File: config.mk
export PLATFORM = sky130hd
export DESIGN_NAME = uart_rx_module_flat
export DESIGN_NICKNAME = d
export VERILOG_FILES = /design/src/rtl/uart_pkg.sv /design/src/rtl/uart_rx_module_if.sv /design/src/rtl/uart_rx_module_sync_2ff.sv /design/src/rtl/uart_rx_module.sv /design/src/flat_wrapper.sv
export SDC_FILE = /design/constraint.sdc
export NUM_CORES = 1
export LEC_CHECK = 0
export BUFFER_PORTS_ARGS = -buffer_cell sky130_fd_sc_hd__buf_2
export CAP_MARGIN = 20
export CORE_MARGIN = 2
export CORE_UTILIZATION = 60
export CTS_BUF_LIST = sky130_fd_sc_hd__clkbuf_2 sky130_fd_sc_hd__clkbuf_4 sky130_fd_sc_hd__clkbuf_8
export CTS_CLUSTER_DIAMETER = 80
export CTS_CLUSTER_SIZE = 12
export DETAILED_ROUTE_END_ITERATION = 10
export HOLD_SLACK_MARGIN = 0.05
export PLACE_DENSITY = 0.85
export SYNTH_ARGS = -nofsm -noshare
export SYNTH_HDL_FRONTEND = slang
export SYNTH_SLANG_ARGS = --single-unit
File: constraint.sdc
create_clock -name clk -period 2.1 [get_ports clk]
set_input_delay 0.42 -clock clk [delete_from_list [all_inputs] [get_ports clk]]
set_output_delay 0.42 -clock clk [all_outputs]
set_load 0.02 [all_outputs]
File: src/rtl/uart_pkg.sv
// Shared UART definitions: frame FSM states and timing defaults.
// Used by both the receive and transmit paths.
package uart_pkg;

  localparam int DATA_BITS = 8;
  localparam int CLKS_PER_BIT_DEF = 434;

  typedef enum logic [2:0] {
    IDLE,
    START,
    DATA,
    STOP,
    WAIT_IDLE
  } uart_state_e;

endpackage

File: src/rtl/uart_rx_module_if.sv
// One-entry byte output buffer handshake of the UART receiver.
// master drives data/valid, slave returns ready.
interface uart_rx_module_if;

  logic [7:0] rx_data;
  logic       rx_valid;
  logic       rx_ready;

  modport master (
    output rx_data,
    output rx_valid,
    input  rx_ready
  );

  modport slave (
    input  rx_data,
    input  rx_valid,
    output rx_ready
  );

endinterface

File: src/rtl/uart_rx_module_sync_2ff.sv
// Two-flop synchronizer for asynchronous single-bit inputs.
// Reset value selects the idle level seen before the first sample.
module sync_2ff #(
  parameter logic RST_VAL = 1'b1
) (
  input  logic clk,
  input  logic rst,
  input  logic d,
  output logic q
);

  logic [1:0] ff;

  always_ff @(posedge clk or negedge rst) begin
    if (!rst) begin
      ff <= {2{RST_VAL}};
    end else begin
      ff <= {ff[0], d};
    end
  end

  assign q = ff[1];

endmodule

File: src/rtl/uart_rx_module.sv
// 8N1 UART receiver with a one-entry valid/ready byte buffer.
// Samples mid-bit and returns to IDLE at mid stop bit.
module uart_rx_module
  import uart_pkg::*;
#(
  parameter int CLKS_PER_BIT = CLKS_PER_BIT_DEF
) (
  input  logic              clk,
  input  logic              rst,
  input  logic              rx,
  uart_rx_module_if.master  rxo,
  output logic              busy,
  output logic              frame_err,
  output logic              overrun
);

  localparam int CW = $clog2(CLKS_PER_BIT);
  localparam logic [CW-1:0] FULL = CW'(CLKS_PER_BIT - 1);
  localparam logic [CW-1:0] HALF = CW'(CLKS_PER_BIT / 2 - 1);
  localparam logic [2:0] LAST = 3'(DATA_BITS - 1);

  logic          rx_s;
  uart_state_e   state_q, state_d;
  logic [CW-1:0] cnt_q, cnt_d;
  logic [2:0]    idx_q, idx_d;
  logic [7:0]    sh_q, sh_d;
  logic          stop_ok, stop_bad;
  logic [7:0]    data_q;
  logic          valid_q, fe_q, ov_q;

  sync_2ff #(.RST_VAL(1'b1)) u_sync (
    .clk (clk),
    .rst (rst),
    .d   (rx),
    .q   (rx_s)
  );

  always_ff @(posedge clk or negedge rst) begin
    if (!rst) begin
      state_q <= IDLE;
      cnt_q   <= '0;
      idx_q   <= '0;
      sh_q    <= '0;
    end else begin
      state_q <= state_d;
      cnt_q   <= cnt_d;
      idx_q   <= idx_d;
      sh_q    <= sh_d;
    end
  end

  always_comb begin
    state_d  = state_q;
    cnt_d    = cnt_q + 1'b1;
    idx_d    = idx_q;
    sh_d     = sh_q;
    stop_ok  = 1'b0;
    stop_bad = 1'b0;
    unique case (state_q)
      IDLE: begin
        cnt_d = '0;
        if (!rx_s) state_d = START;
      end
      START: begin
        if (cnt_q == HALF) begin
          cnt_d   = '0;
          idx_d   = '0;
          state_d = rx_s ? IDLE : DATA;
        end
      end
      DATA: begin
        if (cnt_q == FULL) begin
          cnt_d       = '0;
          sh_d[idx_q] = rx_s;
          if (idx_q == LAST) state_d = STOP;
          else               idx_d   = idx_q + 1'b1;
        end
      end
      STOP: begin
        if (cnt_q == FULL) begin
          cnt_d    = '0;
          stop_ok  = rx_s;
          stop_bad = !rx_s;
          state_d  = rx_s ? IDLE : WAIT_IDLE;
        end
      end
      WAIT_IDLE: begin
        cnt_d = '0;
        if (rx_s) state_d = IDLE;
      end
      default: begin
        cnt_d   = '0;
        state_d = IDLE;
      end
    endcase
  end

  always_comb begin
    busy = (state_q != IDLE);
  end

  // A full buffer being drained this cycle still accepts the new byte
  always_ff @(posedge clk or negedge rst) begin
    if (!rst) begin
      data_q  <= '0;
      valid_q <= 1'b0;
      fe_q    <= 1'b0;
      ov_q    <= 1'b0;
    end else begin
      fe_q <= stop_bad;
      ov_q <= 1'b0;
      if (stop_ok) begin
        if (!valid_q || rxo.rx_ready) begin
          data_q  <= sh_q;
          valid_q <= 1'b1;
        end else begin
          ov_q <= 1'b1;
        end
      end else if (valid_q && rxo.rx_ready) begin
        valid_q <= 1'b0;
      end
    end
  end

  assign rxo.rx_data  = data_q;
  assign rxo.rx_valid = valid_q;
  assign frame_err    = fe_q;
  assign overrun      = ov_q;

endmodule

File: src/flat_wrapper.sv
// flat-port wrapper written by rule: the top's interface ports become plain ports
module uart_rx_module_flat import uart_pkg::*;
#(
  parameter int CLKS_PER_BIT = CLKS_PER_BIT_DEF
)
  (clk, rst, rx, busy, frame_err, overrun, rxo_rx_data, rxo_rx_valid, rxo_rx_ready);
  uart_rx_module_if rxo_i ();
  input  logic clk;
  input  logic rst;
  input  logic rx;
  output logic busy;
  output logic frame_err;
  output logic overrun;
  output wire logic [$bits(rxo_i.rx_data)-1:0] rxo_rx_data;
  output wire logic [$bits(rxo_i.rx_valid)-1:0] rxo_rx_valid;
  input wire logic [$bits(rxo_i.rx_ready)-1:0] rxo_rx_ready;
  assign rxo_rx_data = rxo_i.rx_data;
  assign rxo_rx_valid = rxo_i.rx_valid;
  assign rxo_i.rx_ready = rxo_rx_ready;
  uart_rx_module #(.CLKS_PER_BIT(CLKS_PER_BIT)) u_core (.clk(clk), .rst(rst), .rx(rx), .rxo(rxo_i), .busy(busy), .frame_err(frame_err), .overrun(overrun));
endmodule
# Yosys cells after proc, flatten, opt, wreduce, memory -nomap -nowiden
# Index checks and enable logic that the tools add are counted.
# classes
addsub,2
n_reduce_logical,15
magnitude_cmp,2
mux,28
n_eq_ne,15
# ops
op,count
$mux 3,10
$mux 9,2
$pmux 9 s2,1
$pmux 3 s5,1
$mux 1,10
$add 9x1->9 const B,1
$eq 9x8->1 const B,1
$eq 9x9->1 const B,1
$bwmux 8,1
$ne 2x1->1 const B,4
$ne 2x2->1 const B,4
$eq 3x2->1 const B,2
$eq 3x3->1 const B,2
$pmux 3 s2,1
$reduce_and 2->1,3
$reduce_and 6->1,1
$lt 3x4->1 const B,1
$reduce_and 4->1,1
$reduce_bool 2->1,2
$add 3x1->3 const B,1
$demux 1 s3,1
$eq 3x1->1 const B,1
$ge 3x1->1 const B,1
$logic_not 3->1,1
6 further kinds,8
# word_totals
word_cells,71
output_inout_bits,12
reg_bits,36
input_bits,4

# Longest topological paths before layout
# depth
ltp_word,5
mapped_depth,7
ltp_nobuf,6

# Cells and area by module
# From an unflattened synthesis, not the netlist that was laid out.
# unflattened
cells_unflattened,152
area_unflattened_um2,1804.2
# modules_own_cells
mod,area_per_inst_um2,seq_area_each_um2,instances,cells_each
uart_rx_module,1751.7,850.8,1,150
sync_2ff,52.6,52.6,1,2

# Worst setup path after synthesis
# No wires, ideal clock.
# synth_timing
path_kind,flip-flop to flip-flop
startpoint,register u_core.cnt_q[0]
endpoint,register u_core.state_q[0]
required_time_ns,1.975
n_path_buf,1
setup_time_ns,0.125
synth_period_minus_slack_ns,1.976
t_arrival_ns,1.851
setup_slack_ns,0.124
path_stages_with_launch,8
path_cell_list,dfrtp_1 > inv_1 > ha_1 > or4b_1 > o31ai_1 > o21a_1 > buf_2 > mux2_2
# synth_via
elab_chain_cells,3
elab_cells_between_ends,6
cone_classes,eq/ne: 5; reduce/logical: 1
# synth_lines
item,line,text
"start, declared",uart_rx_module.sv:24,"logic [CW-1:0] cnt_q, cnt_d;"
"start signal, assigned",uart_rx_module.sv:46,cnt_q <= cnt_d;
$eq 9x9->1 / $eq 9x8->1 (equally long branches),"uart_rx_module.sv:72, uart_rx_module.sv:80, uart_rx_module.sv:65",
$ne 2x1->1 (no line),-,
$reduce_and 6->1 (no line) *,-,
"end signal, assigned",uart_rx_module.sv:45,state_q <= state_d;
"end, declared",uart_rx_module.sv:23,"uart_state_e state_q, state_d;"
# Mark *: on every way between the ends. The rest lies on a longest branch, timed or not.
# A chain may end at the register's enable or synchronous reset.

# Final worst setup path
# layout_timing
startpoint,register u_core.cnt_q[1]
endpoint,register u_core.sh_q[6]
# layout_via
elab_chain_cells,2
# layout_lines
item,line,text
$eq 9x9->1,uart_rx_module.sv:72,if (cnt_q == FULL) begin
$reduce_and 2->1 (no line),-,
"end signal, assigned",uart_rx_module.sv:43,sh_q <= '0;
"end signal, assigned",uart_rx_module.sv:48,sh_q <= sh_d;
"end, declared",uart_rx_module.sv:26,"logic [7:0] sh_q, sh_d;"
# Every way passes these cells.

==> impl_metrics.env <==
export IMPL_coreArea_sq_um=2520
export IMPL_n_antenna_cell=0
export IMPL_syn_num_nets=147
export IMPL_setup_violations_final=0
export IMPL_ys_async_sr_fraction_pct=100
export IMPL_clockRootBuffer="clkbuf_4"
export IMPL_critPathMaxStageDelay_ps=550
export IMPL_synthTopCellsByArea="dfrtp_1, mux2_2, ha_1"
export IMPL_grt_pass1_vias=1173
export IMPL_yosysMostFrequentCell="dfrtp_1"
export IMPL_vias_per_cell=5.79
export IMPL_ir_worst_vdd_mv=0.750
export IMPL_grt_util_all_layers_pct=22.3
export IMPL_final_hold_viol_count=0
export IMPL_synth_ff_type="dfrtp_1"
export IMPL_leakagePower_nw=0.918
export IMPL_port_buffers=15
export IMPL_dr_total_vias=1141
export IMPL_syn_area_sq_um=1630
export IMPL_initial_core_util_pct=64.7
export IMPL_fmax_mhz=495
export IMPL_finalMaxSlewViolations=0
export IMPL_layout_cells_non_filler=197
export IMPL_grt_start_max_net_pins=37
export IMPL_place_gp_congestion=0.840
export IMPL_clk_latency_ps=350
export IMPL_ys_ff_latch=36
export IMPL_cts_path_max_buffers=2
export IMPL_cts_buffers=5
export IMPL_dp_cells=188
export IMPL_p_per_area_nw_per_um2=640
export IMPL_worst_slew_pin_slew_ps=761
export IMPL_h_tree_depth=2
export IMPL_register_area_sq_um=903
export IMPL_drt_first_pass_iters=5
export IMPL_hpwlAfterDp_um=2230
export IMPL_ctsHoldBuffers=0
export IMPL_cap_violations=0
export IMPL_drive_gt1_share_pct=34.1
export IMPL_synth_top_area_cell="dfrtp_1"
export IMPL_cts_reportedPaths_clkPinSlew_ps=110
export IMPL_clock_skew_ps=12.4
export IMPL_synth_avg_cell_area_sq_um=11.8
export IMPL_fillCellCount=182
export IMPL_antenna_found_initial=0
export IMPL_nets=175
export IMPL_crit_chain="inv_1 > ha_1 > nand4b_1 > or4_4 > nor3b_2 > mux2_2"
export IMPL_syn_inst=138
export IMPL_area_growth_pct=15.5
export IMPL_arrival_ps=2260
export IMPL_drt_total_wl_um=3140
export IMPL_dpl_instance_area_sq_um=1800
export IMPL_end_kind="flip-flop"
export IMPL_tritoncts="yes"
export IMPL_grt_pass1_wl_um=5350
export IMPL_synthTopCellsByCount="dfrtp_1, mux2_2, nor2_1"
export IMPL_synth_edff_count=0
export IMPL_slew_headroom_pct=49.3
export IMPL_crit_buf_inv=1
export IMPL_multiInputGateArea_sq_um=696
export IMPL_clkSinkCount=36
export IMPL_critPathKind="reg -> reg"
export IMPL_layout_min_cycle_time_ps=2020
export IMPL_postRouteAntennaNets=0
export IMPL_wire_per_inst_um=15.9
export IMPL_yosysWarnings=0
export IMPL_ios=16
export IMPL_dieHeight_um=56.2
export IMPL_drt_iter0_markers=44
export IMPL_outcome="finished, final reports clean"
export IMPL_drc=0
export IMPL_netlist_area_leader_share_pct=52.1
export IMPL_timing_final_crit_share_pct=96.3
export IMPL_path_max_fanout=4
export IMPL_yosysSeqAreaShare_pct=55.3
export IMPL_grt_ovfl_total=0
export IMPL_die_x_um=56.2
export IMPL_ys_types=35
export IMPL_setup_tns_final_ps=0
export IMPL_cp_top_family="simple AND/OR/NAND/NOR gates"
export IMPL_die_area_sq_um=3150
export IMPL_required_ps=2330
export IMPL_postLayoutCellArea_sq_um=1890
export IMPL_fp_row_count=18
export IMPL_hp_class="in -> async"
export IMPL_cp_slowest_cell="or4_4"
export IMPL_crit_path_start_kind="flip-flop"
-- state kept, by name (all words and copies together), names as in the netlist --
name / cells
u_core.cnt_q: 9
u_core.rxo.rx_data: 8
u_core.sh_q: 8
u_core.idx_q: 3
u_core.state_q: 3
u_core.u_sync.ff: 2
u_core.frame_err: 1
u_core.overrun: 1
u_core.rxo.rx_valid: 1
-- layout by cell type (no fill, tap or decap), types with 2 or more instances in the layout --
cell type   n
buf_4      11
xnor2_1     5
mux2_2     18
a22o_1      2
nor3b_2     2
nor3_1      6
nand3b_1    2
nand2_1    11
dfstp_2     2
inv_1       3
nor2b_1     2
buf_2      15
nor2_1     16
a21oi_1     3
nor4_1      2
dfrtp_1    34
clkbuf_4    6
ha_1        5
xor2_1      2
nand3_1     3
-- worst register-to-register path, cell delays in order (launching register included) --
cell      delay, ps
dfrtp_1         410
inv_1            90
ha_1            140
nand4b_1        170
or4_4           560
nor3b_2         200
mux2_2          350
-- metal layers --
metal / routed length, um / track usage, % / vias up
li1: - / - / 538
met3: 148 / 7.21 / 11
met2: 1600 / 37.0 / 33
met1: 1320 / 27.1 / 559
met4: 75 / 8.16 / 0
met5: 0 / 0 / -
-- layout make-up --
type,instances,area share [%]
flip-flops and latches,36,47.9
multi-input cells,94,36.9
repair buffers,26,8.36
clock buffers,6,2.39
well taps,30,1.99
clock inverters,2,1.86
inverters,3,0.597
-- power by group --
| part | switching [mW] | internal [mW] | leakage [nW] |
|---|---|---|---|
| clock network | 0.227 | 0.262 | 0.0456 |
| registers | 0.00124 | 0.696 | 0.481 |
| logic | 0.0168 | 0.00405 | 0.391 |
-- final timing paths --
path | start | to | slack [ps] | depth (start not counted)
max in group asynchronous | rst | u_core.cnt_q[2] | 1480 | 1
min in group clk | rx | u_core.u_sync.ff[0] | 170 | 1
worst max register to register | u_core.cnt_q[1] | u_core.sh_q[6] | 80 | 6
worst min-delay path | rst | u_core.rxo.rx_data[3] | 130 | 1
worst min register to register | u_core.u_sync.ff[0] | u_core.u_sync.ff[1] | 370 | 0
worst max-delay path | u_core.cnt_q[1] | u_core.sh_q[6] | 80 | 6
-- kinds of logic (layout without fill, tap and decap cells) --
| kind of cell | after synthesis | count (layout) | share of synthesized area [%] |
|---|---|---|---|
| buffers and inverters | 8 | 37 | 2.07 |
| and+or+nand+nor | 56 | 56 | 19.2 |
| adders and majority gates | 5 | 5 | 3.83 |
| AOI/OAI and AO/OA | 8 | 8 | 3.45 |
| DFF | 36 | 36 | 55.3 |
| xor gates and xnor gates | 7 | 7 | 3.75 |
| muxes | 18 | 18 | 12.4 |
-- per-stage QoR --
stage	hold slack [ps]	power [mW]	utilization (%)	setup slack [ps]
3_5_place_dp	355	0.733	71.3	73.7
3_3_place_gp	347	0.732	71.3	151
4_1_cts	159	1.21	74.5	59.7
5_1_grt	137	1.26	74.8	-13.6
6_report	128	1.21	74.8	78.4
2_1_floorplan	124	0.714	-	124
-- timing repair --
| item | CTS | global route |
|---|---|---|
| endpoints found under the hold margin | 0 | 0 |
| resized for setup | 0 | 0 |
| setup endpoints to repair | 0 | 9 |
| buffers inserted | 0 | 1 |
Power figures use the tool's default switching activity.
